==> config.mk <==
export PLATFORM = sky130hd
export DESIGN_NAME = sad_min_tracker_flat
export DESIGN_NICKNAME = d
export VERILOG_FILES = /design/src/rtl/sad_min_tracker_pkg.sv /design/src/rtl/sad_min_tracker_if.sv /design/src/rtl/sad_min_tracker_abs_diff_tree.sv /design/src/rtl/sad_min_tracker.sv /design/src/flat_wrapper.sv
export SDC_FILE = /design/constraint.sdc
export NUM_CORES = 1
export LEC_CHECK = 0
export ABC_AREA = 0
export CAP_MARGIN = 20
export CORE_ASPECT_RATIO = 0.75
export CORE_MARGIN = 3
export CORE_UTILIZATION = 62
export DETAILED_ROUTE_END_ITERATION = 7
export PLACE_DENSITY = 0.87
export SYNTH_ARGS = -nofsm -noshare
export SYNTH_HDL_FRONTEND = slang
export SYNTH_SLANG_ARGS = --single-unit
==> constraint.sdc <==
create_clock -name Clk -period 6.7 [get_ports Clk]
set_clock_uncertainty 0.1 [all_clocks]
set_input_delay 1.005 -clock Clk [delete_from_list [all_inputs] [get_ports Clk]]
set_output_delay 1.005 -clock Clk [all_outputs]
set_load 0.01 [all_outputs]
==> src/rtl/sad_min_tracker_pkg.sv <==
// Shared types and defaults for the minimum-SAD tracker.
// Optional build macro used by the top: SAD_SATURATE_EN (saturating accumulator).
package sad_pkg;

  localparam int PIX_W_DEF = 8;
  localparam int LANES_DEF = 4;
  localparam int SAD_W_DEF = 32;
  localparam int IDX_W_DEF = 16;

  typedef enum logic [1:0] {
    ST_IDLE  = 2'd0,
    ST_ACCUM = 2'd1,
    ST_CMP   = 2'd2
  } sad_state_e;

  // Width of one beat's lane sum: each lane contributes at most 2^PIX_W - 1.
  function automatic int lane_sum_w(input int pix_w, input int lanes);
    return pix_w + $clog2(lanes);
  endfunction

endpackage

==> src/rtl/sad_min_tracker_if.sv <==
// Beat stream, load-min request and write-back result of the SAD tracker.
// master = pipeline / SAD datapath side, slave = the tracker itself.
interface sad_min_tracker_if
  import sad_pkg::*;
#(
  parameter int PIX_W = PIX_W_DEF,
  parameter int LANES = LANES_DEF,
  parameter int SAD_W = SAD_W_DEF
);

  logic                   start;
  logic                   beat_valid;
  logic [LANES*PIX_W-1:0] pix_a;
  logic [LANES*PIX_W-1:0] pix_b;
  logic                   beat_last;
  logic                   search_last;
  logic                   ld_min_req;
  logic                   ld_min_sel;
  logic [SAD_W-1:0]       SAD_WB_value;
  logic                   load_min_tag;
  logic                   sad_stall;
  logic                   busy;
  logic                   done;

  modport master (
    output start, beat_valid, pix_a, pix_b, beat_last, search_last,
           ld_min_req, ld_min_sel,
    input  SAD_WB_value, load_min_tag, sad_stall, busy, done
  );

  modport slave (
    input  start, beat_valid, pix_a, pix_b, beat_last, search_last,
           ld_min_req, ld_min_sel,
    output SAD_WB_value, load_min_tag, sad_stall, busy, done
  );

endinterface

==> src/rtl/sad_min_tracker_abs_diff_tree.sv <==
// Combinational per-lane |a - b| followed by a binary adder tree.
// Lane count need not be a power of two; missing leaves are zero.
module sad_abs_diff_tree
  import sad_pkg::*;
#(
  parameter int PIX_W = PIX_W_DEF,
  parameter int LANES = LANES_DEF,
  parameter int SUM_W = lane_sum_w(PIX_W, LANES)
) (
  input  logic [LANES*PIX_W-1:0] pix_a,
  input  logic [LANES*PIX_W-1:0] pix_b,
  output logic [SUM_W-1:0]       lane_sum
);

  localparam int LEAVES = 1 << $clog2(LANES);

  logic [PIX_W-1:0] abs_diff [LANES];

  genvar gi;
  generate
    for (gi = 0; gi < LANES; gi++) begin : g_lane
      logic [PIX_W-1:0] a_lane;
      logic [PIX_W-1:0] b_lane;
      assign a_lane = pix_a[gi*PIX_W +: PIX_W];
      assign b_lane = pix_b[gi*PIX_W +: PIX_W];
      // Unsigned pixels: subtract the smaller from the larger.
      assign abs_diff[gi] = (a_lane >= b_lane) ? (a_lane - b_lane) : (b_lane - a_lane);
    end
  endgenerate

  // Heap-ordered tree: leaves at [LEAVES, 2*LEAVES), node k = child 2k + child 2k+1.
  always_comb begin
    logic [SUM_W-1:0] node [1:2*LEAVES-1];
    node = '{default: '0};
    for (int k = 0; k < LANES; k++) begin
      node[LEAVES + k] = SUM_W'(abs_diff[k]);
    end
    for (int k = LEAVES - 1; k >= 1; k--) begin
      node[k] = node[2*k] + node[2*k + 1];
    end
    lane_sum = node[1];
  end

endmodule

==> src/rtl/sad_min_tracker.sv <==
// Streaming SAD accumulator that keeps the smallest block SAD and its index
// and serves them to write-back on a load-min request.
// Build macro: SAD_SATURATE_EN -- accumulator saturates instead of wrapping.
module sad_min_tracker
  import sad_pkg::*;
#(
  parameter int PIX_W = PIX_W_DEF,
  parameter int LANES = LANES_DEF,
  parameter int SAD_W = SAD_W_DEF,
  parameter int IDX_W = IDX_W_DEF
) (
  input logic              Clk,
  input logic              Reset,
  sad_min_tracker_if.slave bus
);

  localparam int SUM_W = lane_sum_w(PIX_W, LANES);

  sad_state_e       state_q, state_d;
  logic [SAD_W-1:0] acc_q, acc_d;
  logic [SAD_W-1:0] min_q, min_d;
  logic [IDX_W-1:0] min_idx_q, min_idx_d;
  logic [IDX_W-1:0] blk_q, blk_d;
  logic             search_last_q, search_last_d;
  logic [SAD_W-1:0] wb_value_q, wb_value_d;
  logic             load_min_tag_q, load_min_tag_d;
  logic             done_q, done_d;

  logic [SUM_W-1:0] lane_sum;
  logic [SAD_W-1:0] acc_add;
  logic [SAD_W-1:0] idx_ext;

  sad_abs_diff_tree #(
    .PIX_W (PIX_W),
    .LANES (LANES),
    .SUM_W (SUM_W)
  ) u_tree (
    .pix_a    (bus.pix_a),
    .pix_b    (bus.pix_b),
    .lane_sum (lane_sum)
  );

`ifdef SAD_SATURATE_EN
  logic [SAD_W:0] acc_wide;
  // One extra bit catches the overflow; clamp to all ones when it is set.
  always_comb begin
    acc_wide = {1'b0, acc_q} + (SAD_W+1)'(lane_sum);
    acc_add  = acc_wide[SAD_W] ? {SAD_W{1'b1}} : acc_wide[SAD_W-1:0];
  end
`else
  // Modular accumulation: overflow simply wraps.
  always_comb begin
    acc_add = acc_q + SAD_W'(lane_sum);
  end
`endif

  assign idx_ext = SAD_W'(min_idx_q);

  // Next-state logic for the search FSM, the running minimum and the load-min port.
  always_comb begin
    state_d        = state_q;
    acc_d          = acc_q;
    min_d          = min_q;
    min_idx_d      = min_idx_q;
    blk_d          = blk_q;
    search_last_d  = search_last_q;
    wb_value_d     = '0;
    load_min_tag_d = 1'b0;
    done_d         = 1'b0;

    // Requests are only served from IDLE; a start in the same cycle still sees
    // the pre-start minimum because this reads the current registers.
    if (bus.ld_min_req && (state_q == ST_IDLE)) begin
      load_min_tag_d = 1'b1;
      wb_value_d     = bus.ld_min_sel ? idx_ext : min_q;
    end

    if (bus.start) begin
      // Start (or restart/abort) wipes every piece of search progress.
      state_d       = ST_ACCUM;
      acc_d         = '0;
      min_d         = {SAD_W{1'b1}};
      min_idx_d     = '0;
      blk_d         = '0;
      search_last_d = 1'b0;
    end else begin
      case (state_q)
        ST_IDLE: begin
        end
        ST_ACCUM: begin
          if (bus.beat_valid) begin
            acc_d = acc_add;
            if (bus.beat_last) begin
              state_d       = ST_CMP;
              search_last_d = bus.search_last;
            end
          end
        end
        ST_CMP: begin
          // Strict compare: a tie keeps the earlier block.
          if (acc_q < min_q) begin
            min_d     = acc_q;
            min_idx_d = blk_q;
          end
          blk_d = blk_q + IDX_W'(1);
          acc_d = '0;
          if (search_last_q) begin
            state_d = ST_IDLE;
            done_d  = 1'b1;
          end else begin
            state_d = ST_ACCUM;
          end
        end
        default: state_d = ST_IDLE;
      endcase
    end
  end

  // All tracker state; asynchronous reset drops any search in progress.
  always_ff @(posedge Clk or posedge Reset) begin
    if (Reset) begin
      state_q        <= ST_IDLE;
      acc_q          <= '0;
      min_q          <= {SAD_W{1'b1}};
      min_idx_q      <= '0;
      blk_q          <= '0;
      search_last_q  <= 1'b0;
      wb_value_q     <= '0;
      load_min_tag_q <= 1'b0;
      done_q         <= 1'b0;
    end else begin
      state_q        <= state_d;
      acc_q          <= acc_d;
      min_q          <= min_d;
      min_idx_q      <= min_idx_d;
      blk_q          <= blk_d;
      search_last_q  <= search_last_d;
      wb_value_q     <= wb_value_d;
      load_min_tag_q <= load_min_tag_d;
      done_q         <= done_d;
    end
  end

  assign bus.SAD_WB_value = wb_value_q;
  assign bus.load_min_tag = load_min_tag_q;
  assign bus.done         = done_q;
  assign bus.busy         = (state_q != ST_IDLE);
  assign bus.sad_stall    = bus.ld_min_req && (state_q != ST_IDLE);

endmodule

==> src/flat_wrapper.sv <==
// flat-port wrapper written by rule: the top's interface ports become plain ports
module sad_min_tracker_flat import sad_pkg::*;
#(
  parameter int PIX_W = PIX_W_DEF,
  parameter int LANES = LANES_DEF,
  parameter int SAD_W = SAD_W_DEF,
  parameter int IDX_W = IDX_W_DEF
)
  (Clk, Reset, bus_start, bus_beat_valid, bus_pix_a, bus_pix_b, bus_beat_last, bus_search_last, bus_ld_min_req, bus_ld_min_sel, bus_SAD_WB_value, bus_load_min_tag, bus_sad_stall, bus_busy, bus_done);
  sad_min_tracker_if #(.PIX_W(PIX_W), .LANES(LANES), .SAD_W(SAD_W)) bus_i ();
  input logic Clk;
  input logic Reset;
  input wire logic [$bits(bus_i.start)-1:0] bus_start;
  input wire logic [$bits(bus_i.beat_valid)-1:0] bus_beat_valid;
  input wire logic [$bits(bus_i.pix_a)-1:0] bus_pix_a;
  input wire logic [$bits(bus_i.pix_b)-1:0] bus_pix_b;
  input wire logic [$bits(bus_i.beat_last)-1:0] bus_beat_last;
  input wire logic [$bits(bus_i.search_last)-1:0] bus_search_last;
  input wire logic [$bits(bus_i.ld_min_req)-1:0] bus_ld_min_req;
  input wire logic [$bits(bus_i.ld_min_sel)-1:0] bus_ld_min_sel;
  output wire logic [$bits(bus_i.SAD_WB_value)-1:0] bus_SAD_WB_value;
  output wire logic [$bits(bus_i.load_min_tag)-1:0] bus_load_min_tag;
  output wire logic [$bits(bus_i.sad_stall)-1:0] bus_sad_stall;
  output wire logic [$bits(bus_i.busy)-1:0] bus_busy;
  output wire logic [$bits(bus_i.done)-1:0] bus_done;
  assign bus_i.start = bus_start;
  assign bus_i.beat_valid = bus_beat_valid;
  assign bus_i.pix_a = bus_pix_a;
  assign bus_i.pix_b = bus_pix_b;
  assign bus_i.beat_last = bus_beat_last;
  assign bus_i.search_last = bus_search_last;
  assign bus_i.ld_min_req = bus_ld_min_req;
  assign bus_i.ld_min_sel = bus_ld_min_sel;
  assign bus_SAD_WB_value = bus_i.SAD_WB_value;
  assign bus_load_min_tag = bus_i.load_min_tag;
  assign bus_sad_stall = bus_i.sad_stall;
  assign bus_busy = bus_i.busy;
  assign bus_done = bus_i.done;
  sad_min_tracker #(.PIX_W(PIX_W), .LANES(LANES), .SAD_W(SAD_W), .IDX_W(IDX_W)) u_core (.Clk(Clk), .Reset(Reset), .bus(bus_i));
endmodule
==> metrics <==
run status=finished, violations left; failing checks=design-rule violations, negative setup slack; fin nets=around 1500; Clock Latency Late Sink=~0.44 ns; antenna violations before repair=0; largest net degree at the start of global routing=81; Top cell by count, worst path=inv_1; min-delay worst type=register to register; max cap viols=0; fillers=just under 800; IO buf count=roughly 110; sw frac=between 30% and 40%; Final Core Density=between 80% and 90%; most frequent cells in the layout=158 x inv_1, 102 x ha_1, 101 x dfrtp_1; gpl congestion=~0.94; Leak Pwr=~6.8 nW; mapped cell area=0.00983 mm2; clock sink count=about 130; post-DP HPWL=between 15000 and 20000 um; Data required, critical path=approximately 7.0 ns; Post-route DRC=1; FF+latch area=approximately 0.0034 mm2; Synth async-reset ratio=between 90% and 100%; grt ovf=0; Slew headroom=between 30% and 40%; Synth Instances=approximately 1100; Comb pwr share=around 59%; CTS clk-pin slew, worst paths=roughly 0.060 ns; Starting Density=approximately 64%; CORE AREA=approximately 0.015 mm2; maximum clock insertion buffer count=2; Root Buffer=clkbuf_16; Worst setup EP type=register; Distinct cells, synth=approximately 60; area of the multi-input gates=0.00602 mm2; Die H=115 um; die area=0.0174 mm2; final period utilization=101%; CTS Hold Bufs=0; Seq/Total Area, Yosys=between 30% and 40%; hold_ws=between 0.4 and 0.5 ns; critical path startpoint category=input port; DRT antenna net count=0; # IOs=108; vias in the first global route=around 9000; Final WS setup=-0.0504 ns; Peak supply drop=about 0.56 mV; Final Hold Viols=0; H-tree levels=4; power per standard cell area=349 mW/mm2; Antenna Diode Count=0; max incr delay on CP=roughly 0.55 ns; slowest CP cell=fa_1; Net Switching=1.76 mW; fraction of layout cells with a size suffix above 1=18.9%; yosys warns=0; Seq pwr share=19.5%; Post-synth EDFFs=0; area delta synth->final=29.8%; Worst Path Buf+Inv=6; Total GRT Usage=between 30% and 40%; Worst-Margin Slew=around 0.99 ns; Post-Route WL=about 30000 um; Final min period=between 6 and 7 ns; cts bufs inserted=17; Yosys reg bits=between 100 and 150; vias post-DR=approximately 9400; crit path DAT=roughly 7 ns; net count after synthesis=between 1000 and 1500; Int Power=2.70 mW; row cnt=39; setup violators final=3; Die X=~150 um; top_reg_cell synth=dfrtp_1; Mean Syn Cell Area=between 9 and 10 um2; crit path kind=input port to register; most common cell after layout, fill and taps aside=inv_1; wire per inst=20.5 um; Detailed Routing Iterations Pass 1=8; TritonCTS clock tree=done; f_max=148 MHz; first-pass GRT wire length=44000 um; clock network power share=a little over a fifth; Worst Path Max Fanout=6; Via density=approximately 6.3; first-iteration detailed-routing DRC count=about 1300; Final Slew Violations=0; Top delay family on crit path=adder cells; pre-CTS WS=-0.784 ns
[final timing paths]
path / cells after the start / slack, ns / to / from
max: 28 / -0.05 / u_core.acc_q[28]$_DFFE_PP0P_ / bus_pix_a[16]
min: 2 / 0.41 / u_core.min_q[17]$_DFFE_PP1P_ / u_core.min_q[17]$_DFFE_PP1P_
max reg2reg: 11 / 3.28 / u_core.min_idx_q[15]$_DFFE_PP0P_ / u_core.min_q[1]$_DFFE_PP1P_
min reg2reg: 2 / 0.41 / u_core.min_q[17]$_DFFE_PP1P_ / u_core.min_q[17]$_DFFE_PP1P_
max in group asynchronous: 3 / 4.09 / u_core.blk_q[0]$_DFFE_PP0P_ / Reset
min in group asynchronous: 2 / 0.93 / u_core.bus.SAD_WB_value[18]$_DFF_PP0_ / Reset
[worst min-delay path: stages, from the launching register on]
cell	delay [ns]
dfstp_2	0.37
nand2_1	0.05
o211ai_1	0.08
[routing by layer]
metal	vias up	wire [um]	share of wire (%)	global-route usage, %
met2	619	14200	47	51.2
met3	162	2950	9.7	7.96
met1	4554	11800	39	43.1
li1	4018	-	-	-
met4	0	1310	4.3	8.64
met5	-	0	0	0
[area by class of cell]
class | count | area share, %
Multi-Input combinational cell | 734 | 47.2
Sequential cell | 133 | 26.4
Timing Repair Buffer | 212 | 14.9
Inverter | 163 | 4.81
Clock buffer | 22 | 3.64
Tap cell | 205 | 2.01
Clock inverter | 10 | 1.02
[power by group through the flow]
stage | Clock [mW] | Combinational (mW) | Sequential (mW)
after global routing | 0.996 | 2.82 | 0.869
after CTS | 0.951 | 2.20 | 0.864
after global placement | 0 | 1.98 | 0.875
after detailed placement | 0 | 2.09 | 0.876
after floorplan | 0 | 1.27 | 0.873
final | 0.960 | 2.63 | 0.867
[metrics by stage]
step	TNS [ns]	cell area (um2)	power [mW]	cells
4_1_cts	0	12400	4.02	1468
3_3_place_gp	-10.59	11700	2.85	1432
5_1_grt	-4.93	12800	4.69	1479
6_report	-0.113	12800	4.45	1479
2_1_floorplan	0	9830	2.14	1068
3_5_place_dp	-14.77	11700	2.96	1432
[cell families after synthesis]
logic type	Yosys count	share of synthesized area, %
muxes	52	5.42
adders and majority gates	138	19.9
DFF	133	34.3
buffers and inverters	201	8.03
and+or+nand+nor	264	12.9
AOI/OAI and AO/OA	225	14.6
xor gates and xnor gates	55	4.90
[sequential cells by signal (all words and copies together), names as in the netlist]
| register | cells |
|---|---|
| u_core.bus.done | 1 |
| u_core.blk_q | 16 |
| u_core.acc_q | 32 |
| u_core.search_last_q | 1 |
| u_core.bus.SAD_WB_value | 32 |
| u_core.state_q | 2 |
| u_core.bus.load_min_tag | 1 |
| u_core.min_q | 32 |
| u_core.min_idx_q | 16 |
[synthesized netlist by cell type, types with 5 or more instances]
master | n | area [um2]
dfstp_2 | 32 | 841
o22ai_1 | 5 | 31.3
and3_1 | 11 | 68.8
a21oi_1 | 57 | 285
a31oi_1 | 28 | 175
nor3_1 | 43 | 215
dfrtp_1 | 101 | 2530
nand2b_1 | 8 | 50.1
xnor2_1 | 22 | 193
nand3_1 | 21 | 105
o21bai_1 | 11 | 82.6
nor2_1 | 81 | 304
a211oi_1 | 7 | 52.6
or3_1 | 5 | 31.3
xor2_1 | 33 | 289
clkbuf_1 | 28 | 105
nand4_1 | 19 | 119
ha_1 | 107 | 1340
fa_1 | 31 | 621
inv_1 | 162 | 608
nand2_1 | 49 | 184
o211ai_1 | 12 | 90.1
mux2i_1 | 44 | 440
o21ai_0 | 38 | 190
a211o_1 | 5 | 43.8
nor2b_1 | 11 | 68.8
a21o_1 | 34 | 255
mux2_2 | 6 | 67.6
[repair_timing]
action | 4_1_cts | 5_1_grt
cloned | 1 | 0
resized for setup | 30 | 60
buffers inserted | 4 | 9
pin swaps | 15 | 44
endpoints found under the setup margin | 24 | 26
Power figures use the tool's default switching activity.
